### src/rtl/gpr_loader.sv
// Host-to-core GPR image loader: stalls the core, waits for drain, streams NREG words into the regfile.
// Optional image checksum check enabled by defining GPR_LOADER_CHECKSUM_EN.
module gpr_loader #(
  parameter int XLEN = 64,
  parameter int NREG = 32,
  parameter int AW   = 5
) (
  input  logic            clock,
  input  logic            reset,
  input  logic            load_start,
  input  logic [XLEN-1:0] exp_sum,
  input  logic            abort,
  input  logic            core_idle,
  output logic            core_stall,
  input  logic            in_valid,
  output logic            in_ready,
  input  logic [XLEN-1:0] in_data,
  output logic            rf_wen,
  output logic [AW-1:0]   rf_waddr,
  output logic [XLEN-1:0] rf_wdata,
  output logic            busy,
  output logic            done,
  output logic            err
);

  typedef enum logic [1:0] {
    S_IDLE,
    S_DRAIN,
    S_LOAD,
    S_DONE
  } state_e;

  localparam logic [AW-1:0] LastIdx = AW'(NREG - 1);

  state_e          state_q, state_d;
  logic [AW-1:0]   idx_q, idx_d;
  logic            wen_q, wen_d;
  logic [AW-1:0]   waddr_q, waddr_d;
  logic [XLEN-1:0] wdata_q, wdata_d;

  always_ff @(posedge clock) begin
    if (reset) begin
      state_q <= S_IDLE;
      idx_q   <= '0;
      wen_q   <= 1'b0;
      waddr_q <= '0;
      wdata_q <= '0;
    end else begin
      state_q <= state_d;
      idx_q   <= idx_d;
      wen_q   <= wen_d;
      waddr_q <= waddr_d;
      wdata_q <= wdata_d;
    end
  end

  always_comb begin
    state_d  = state_q;
    idx_d    = idx_q;
    wen_d    = 1'b0;
    waddr_d  = waddr_q;
    wdata_d  = wdata_q;
    in_ready = 1'b0;
    case (state_q)
      S_IDLE: begin
        if (load_start) begin
          state_d = S_DRAIN;
          idx_d   = '0;
        end
      end
      S_DRAIN: begin
        if (abort)          state_d = S_IDLE;
        else if (core_idle) state_d = S_LOAD;
      end
      S_LOAD: begin
        if (abort) begin
          state_d = S_IDLE;
        end else begin
          // idx never reaches NREG here: the last handshake moves straight to DONE
          in_ready = 1'b1;
          if (in_valid) begin
            wen_d   = (idx_q != '0);
            waddr_d = idx_q;
            wdata_d = in_data;
            idx_d   = idx_q + 1'b1;
            if (idx_q == LastIdx) state_d = S_DONE;
          end
        end
      end
      S_DONE:  state_d = S_IDLE;
      default: state_d = S_IDLE;
    endcase
  end

  assign core_stall = (state_q != S_IDLE);
  assign busy       = (state_q != S_IDLE);
  assign done       = (state_q == S_DONE);
  assign rf_wen     = wen_q;
  assign rf_waddr   = waddr_q;
  assign rf_wdata   = wdata_q;

`ifdef GPR_LOADER_CHECKSUM_EN
  logic [XLEN-1:0] sum_q, sum_d;
  logic [XLEN-1:0] exp_q, exp_d;

  always_ff @(posedge clock) begin
    if (reset) begin
      sum_q <= '0;
      exp_q <= '0;
    end else begin
      sum_q <= sum_d;
      exp_q <= exp_d;
    end
  end

  always_comb begin
    sum_d = sum_q;
    exp_d = exp_q;
    if (state_q == S_IDLE && load_start) begin
      sum_d = '0;
      exp_d = exp_sum;
    end else if (in_valid && in_ready) begin
      sum_d = sum_q + in_data;
    end
  end

  assign err = done && (sum_q != exp_q);
`else
  logic unused_exp_sum;
  assign unused_exp_sum = ^exp_sum;
  assign err = 1'b0;
`endif

endmodule

### config.mk
export PLATFORM = sky130hd
export DESIGN_NAME = gpr_loader
export DESIGN_NICKNAME = d
export VERILOG_FILES = /design/src/rtl/gpr_loader.sv
export SDC_FILE = /design/constraint.sdc
export NUM_CORES = 1
export LEC_CHECK = 0
export BUFFER_PORTS_ARGS = -buffer_cell sky130_fd_sc_hd__buf_2
export CAP_MARGIN = 20
export CELL_PAD_IN_SITES_DETAIL_PLACEMENT = 0
export CELL_PAD_IN_SITES_GLOBAL_PLACEMENT = 1
export CORE_MARGIN = 8
export CORE_UTILIZATION = 24
export DETAILED_ROUTE_END_ITERATION = 8
export GPL_ROUTABILITY_DRIVEN = 0
export PLACE_DENSITY_LB_ADDON = 0.1
export SLEW_MARGIN = 10
export SYNTH_ARGS = -nofsm -noshare
export SYNTH_HDL_FRONTEND = slang
export SYNTH_SLANG_ARGS = --single-unit
### constraint.sdc
create_clock -name clock -period 1.3 [get_ports clock]
set_input_delay 0.065 -clock clock [delete_from_list [all_inputs] [get_ports clock]]
set_output_delay 0.065 -clock clock [all_outputs]
set_load 0.02 [all_outputs]
==> flow_summary_export.csv <==
group,metric,value,unit
synthesis,ys_types,31,
worst_setup_path,crit_type,"flop to flop",
pwr,p_leak,2.10,nW
routing,vias_per_cell,4.24,
die,initial_core_util,0.242,
clock_network,h-tree-depth,3,
die,fp.dieArea,0.0157,sq mm
worst_setup_path,critPathRequiredTime,1550,ps
outcome,status,"finished, final reports clean",
die,rows,40,
worst_setup_path,cp-start-kind,"flop",
synthesis,synth_top_area_cell,"dfxtp_1",
timing,rsz0062_at_grt,"yes",
layout,layout-drive-gt1-share,0.353,
worst_setup_path,crit_family,"simple AND/OR/NAND/NOR gates",
worst_setup_path,crit_top_cell,"buf_12",
worst_setup_path,worst-path-buf-inv,2,
worst_setup_path,rr_startpoint,"state_q[0]$_SDFFE_PP0P_",
layout,layout.nets,703,
clock_network,clock_latency,330,ps
synthesis,yosysWarnings,0,
timing,period_needed,1280,ps
layout,finalNonFillerCells,717,
die,die_x,125,microns
synthesis,syn-num-nets,487,
worst_setup_path,critPathArrivalTime,1530,ps
routing,drtPass1Iterations,4,
clock_network,clk_path_buf_depth,2,
worst_setup_path,r2r_slack,20,ps
min_path,hold_depth,3,
placed_design,port_buffers,143,
placed_design,dp_cells,630,
synthesis,synthArstFlopShare,0,
min_path,hp-start,"core_idle",
layout,final_cell_mix,"buf_2 (140), nand2_1 (139), dfxtp_1 (75), dlygate4sd3_1 (65), a21oi_1 (63)",
synthesis,synth_edf_count,0,
timing,final_hold_viol_count,0,
clock_network,numCtsBuffers,9,
global_routing,antenna_found_initial,0,
global_routing,grt_pass1_vias,3014,
synthesis,synth_top_flop_cell,"dfxtp_1",
timing,slew_violations,0,
worst_setup_path,cpPeakStageDelay,370,ps
worst_setup_path,crit_fanout,19,
worst_setup_path,critPathCaptureType,"flop",
routing,ant_nets,0,
synthesis,synth_area_leaders,"dfxtp_1 (54%), nand2_1 (18%), a21oi_1 (13%), buf_6 (2.4%), buf_2 (1.9%)",
routing,drt_iter0_drc,135,
routing,wirelength,9.97,mm
min_path,whs_endpoint,"state_q[1]$_SDFFE_PP0P_",
min_path,hp-class,"input port to flop",
worst_setup_path,timing.rr.end,"rf_wdata[19]$_SDFFE_PP0P_",
flow_run,cap_violations,0,
timing,fmax,782,MHz
pwr,peakVddDrop,567,uV
synthesis,synthCells,350,
clock_network,cts.sinks,77,
timing,period_share,0.984,
layout,antenna_cells,0,
synthesis,synth_area,0.00286,sq mm
clock_network,root_buffer,"clkbuf_16",
worst_setup_path,critPathSlowestCell,"and4bb_4",
synthesis,synth-seq-area-share,0.539,
synthesis,synth_top_area_frac,0.539,
placed_design,hpwl,6.45,mm
worst_setup_path,reg2reg_depth,5,
layout,final_area,0.00493,sq mm
pwr,power.density,1050,mW/mm^2
clock_network,cts_tree,"built",
global_routing,grt_remaining_overflow,0,
global_routing,grt_first_pass_wirelength,15.2,mm
global_routing,grt_max_degree,31,
routing,num_vias,3040,
worst_setup_path,crit_chain,"and4bb_4 > buf_12 > buf_12 > nand2_1 > a21oi_1",
layout,final_common_cell,"buf_2",
die,coreArea,0.0118,sq mm
clock_network,clk_pin_slew,60,ps
placed_design,placed_area,0.00378,sq mm
die,pin_count,209,
timing,fin_skew,3.89,ps
global_routing,track_usage,0.120,
die,die_h,125,microns
timing,setup_viol_count_final,0,
routing,wl_per_cell,13.9,microns
routing,drc,0,
layout,area_delta_synth_final,72.4,%
synthesis,ys_ff_latch,77,
synthesis,syn_avg_cell_area,8.16,sq um
pwr,power,0.00516,W
[worst min-delay path: cells and delay by family]
family / cells / cell delay, ps
buffers and inverters: 1 / 110
and+or+nand+nor: 1 / 70
AOI/OAI and AO/OA: 1 / 60
[power by group]
group	total, W	switching (W)	internal, W
clock	0.00235	0.000914	0.00144
sequential	0.00238	0.00000615	0.00237
combinational	0.000434	0.000167	0.000267
total	0.00516	0.00109	0.00408
[logic make-up (layout without fill, tap and decap cells)]
group,Yosys count,after routing,share of synthesized area
AOI/OAI and AO/OA,81,81,0.154
other,1,1,0.00131
adders and majority gates,3,3,0.0131
DFF,77,77,0.539
buffers and inverters,29,249,0.0613
and+or+nand+nor,159,159,0.231
[layout make-up]
type | count | area [sq um]
inverter | 2 | 7.51
sequential | 77 | 1540
tap | 147 | 184
clock inverter | 1 | 5.00
clock buffer | 14 | 274
multi-input combinational | 244 | 1220
timing repair buffer | 232 | 1690
fill | 1211 | 6880
[flip-flops by register name, indices dropped and copies added, names as in the netlist]
name	cells
state_q	2
idx_q	5
rf_waddr	5
rf_wdata	64
rf_wen	1
[what timing repair did]
action	4_1_cts	5_1_grt
endpoints found under the hold margin	65	0
endpoints found under the setup margin	3	44
pin swaps	0	3
hold buffers	65	0
resized for setup	7	22
setup buffers	0	4
gates cloned	0	3
[synthesized netlist by cell type, types with 2 or more instances]
master	n
buf_4	2
a211oi_1	2
nand3b_1	4
nand2_1	140
dfxtp_1	77
buf_6	6
nor2_1	2
ha_1	3
buf_2	11
nand2b_1	3
inv_1	2
a21oi_1	72
clkbuf_1	8
[per-stage QoR]
stage	TNS (ps)	util	setup WS (ps)	hold WS, ps
6_report	0	0.417	21.1	15.7
5_1_grt	-338	0.417	-41.5	34.5
4_1_cts	0	0.401	4.38	8.04
3_5_place_dp	0	0.320	10.2	311
3_3_place_gp	0	0.320	44.2	305
2_1_floorplan	0	-	41.5	143
[metal layers]
layer / track usage / wire [microns] / share of wire / up-vias
met5: 0 / 0 / 0 / -
met4: 0.0537 / 166 / 0.017 / 0
li1: - / - / - / 1568
met1: 0.142 / 4590 / 0.46 / 1378
met3: 0.0463 / 624 / 0.063 / 11
met2: 0.190 / 4590 / 0.46 / 83
[worst max-delay path by stage]
stage | start | endpoint | slack (ps) | depth (start not counted)
2_1_floorplan | idx_q[0]$_SDFFE_PP0P_ | idx_q[4]$_SDFFE_PP0P_ | 40 | 5
3_3_place_gp | state_q[0]$_SDFFE_PP0P_ | state_q[0]$_SDFFE_PP0P_ | 40 | 4
3_5_place_dp | state_q[0]$_SDFFE_PP0P_ | rf_wdata[32]$_SDFFE_PP0P_ | 10 | 4
4_1_cts | state_q[0]$_SDFFE_PP0P_ | state_q[0]$_SDFFE_PP0P_ | 4 | 4
5_1_grt | state_q[0]$_SDFFE_PP0P_ | rf_wdata[26]$_SDFFE_PP0P_ | -40 | 5
6_report | state_q[0]$_SDFFE_PP0P_ | rf_wdata[19]$_SDFFE_PP0P_ | 20 | 5
Note: power is estimated with default switching activity, not from simulation.
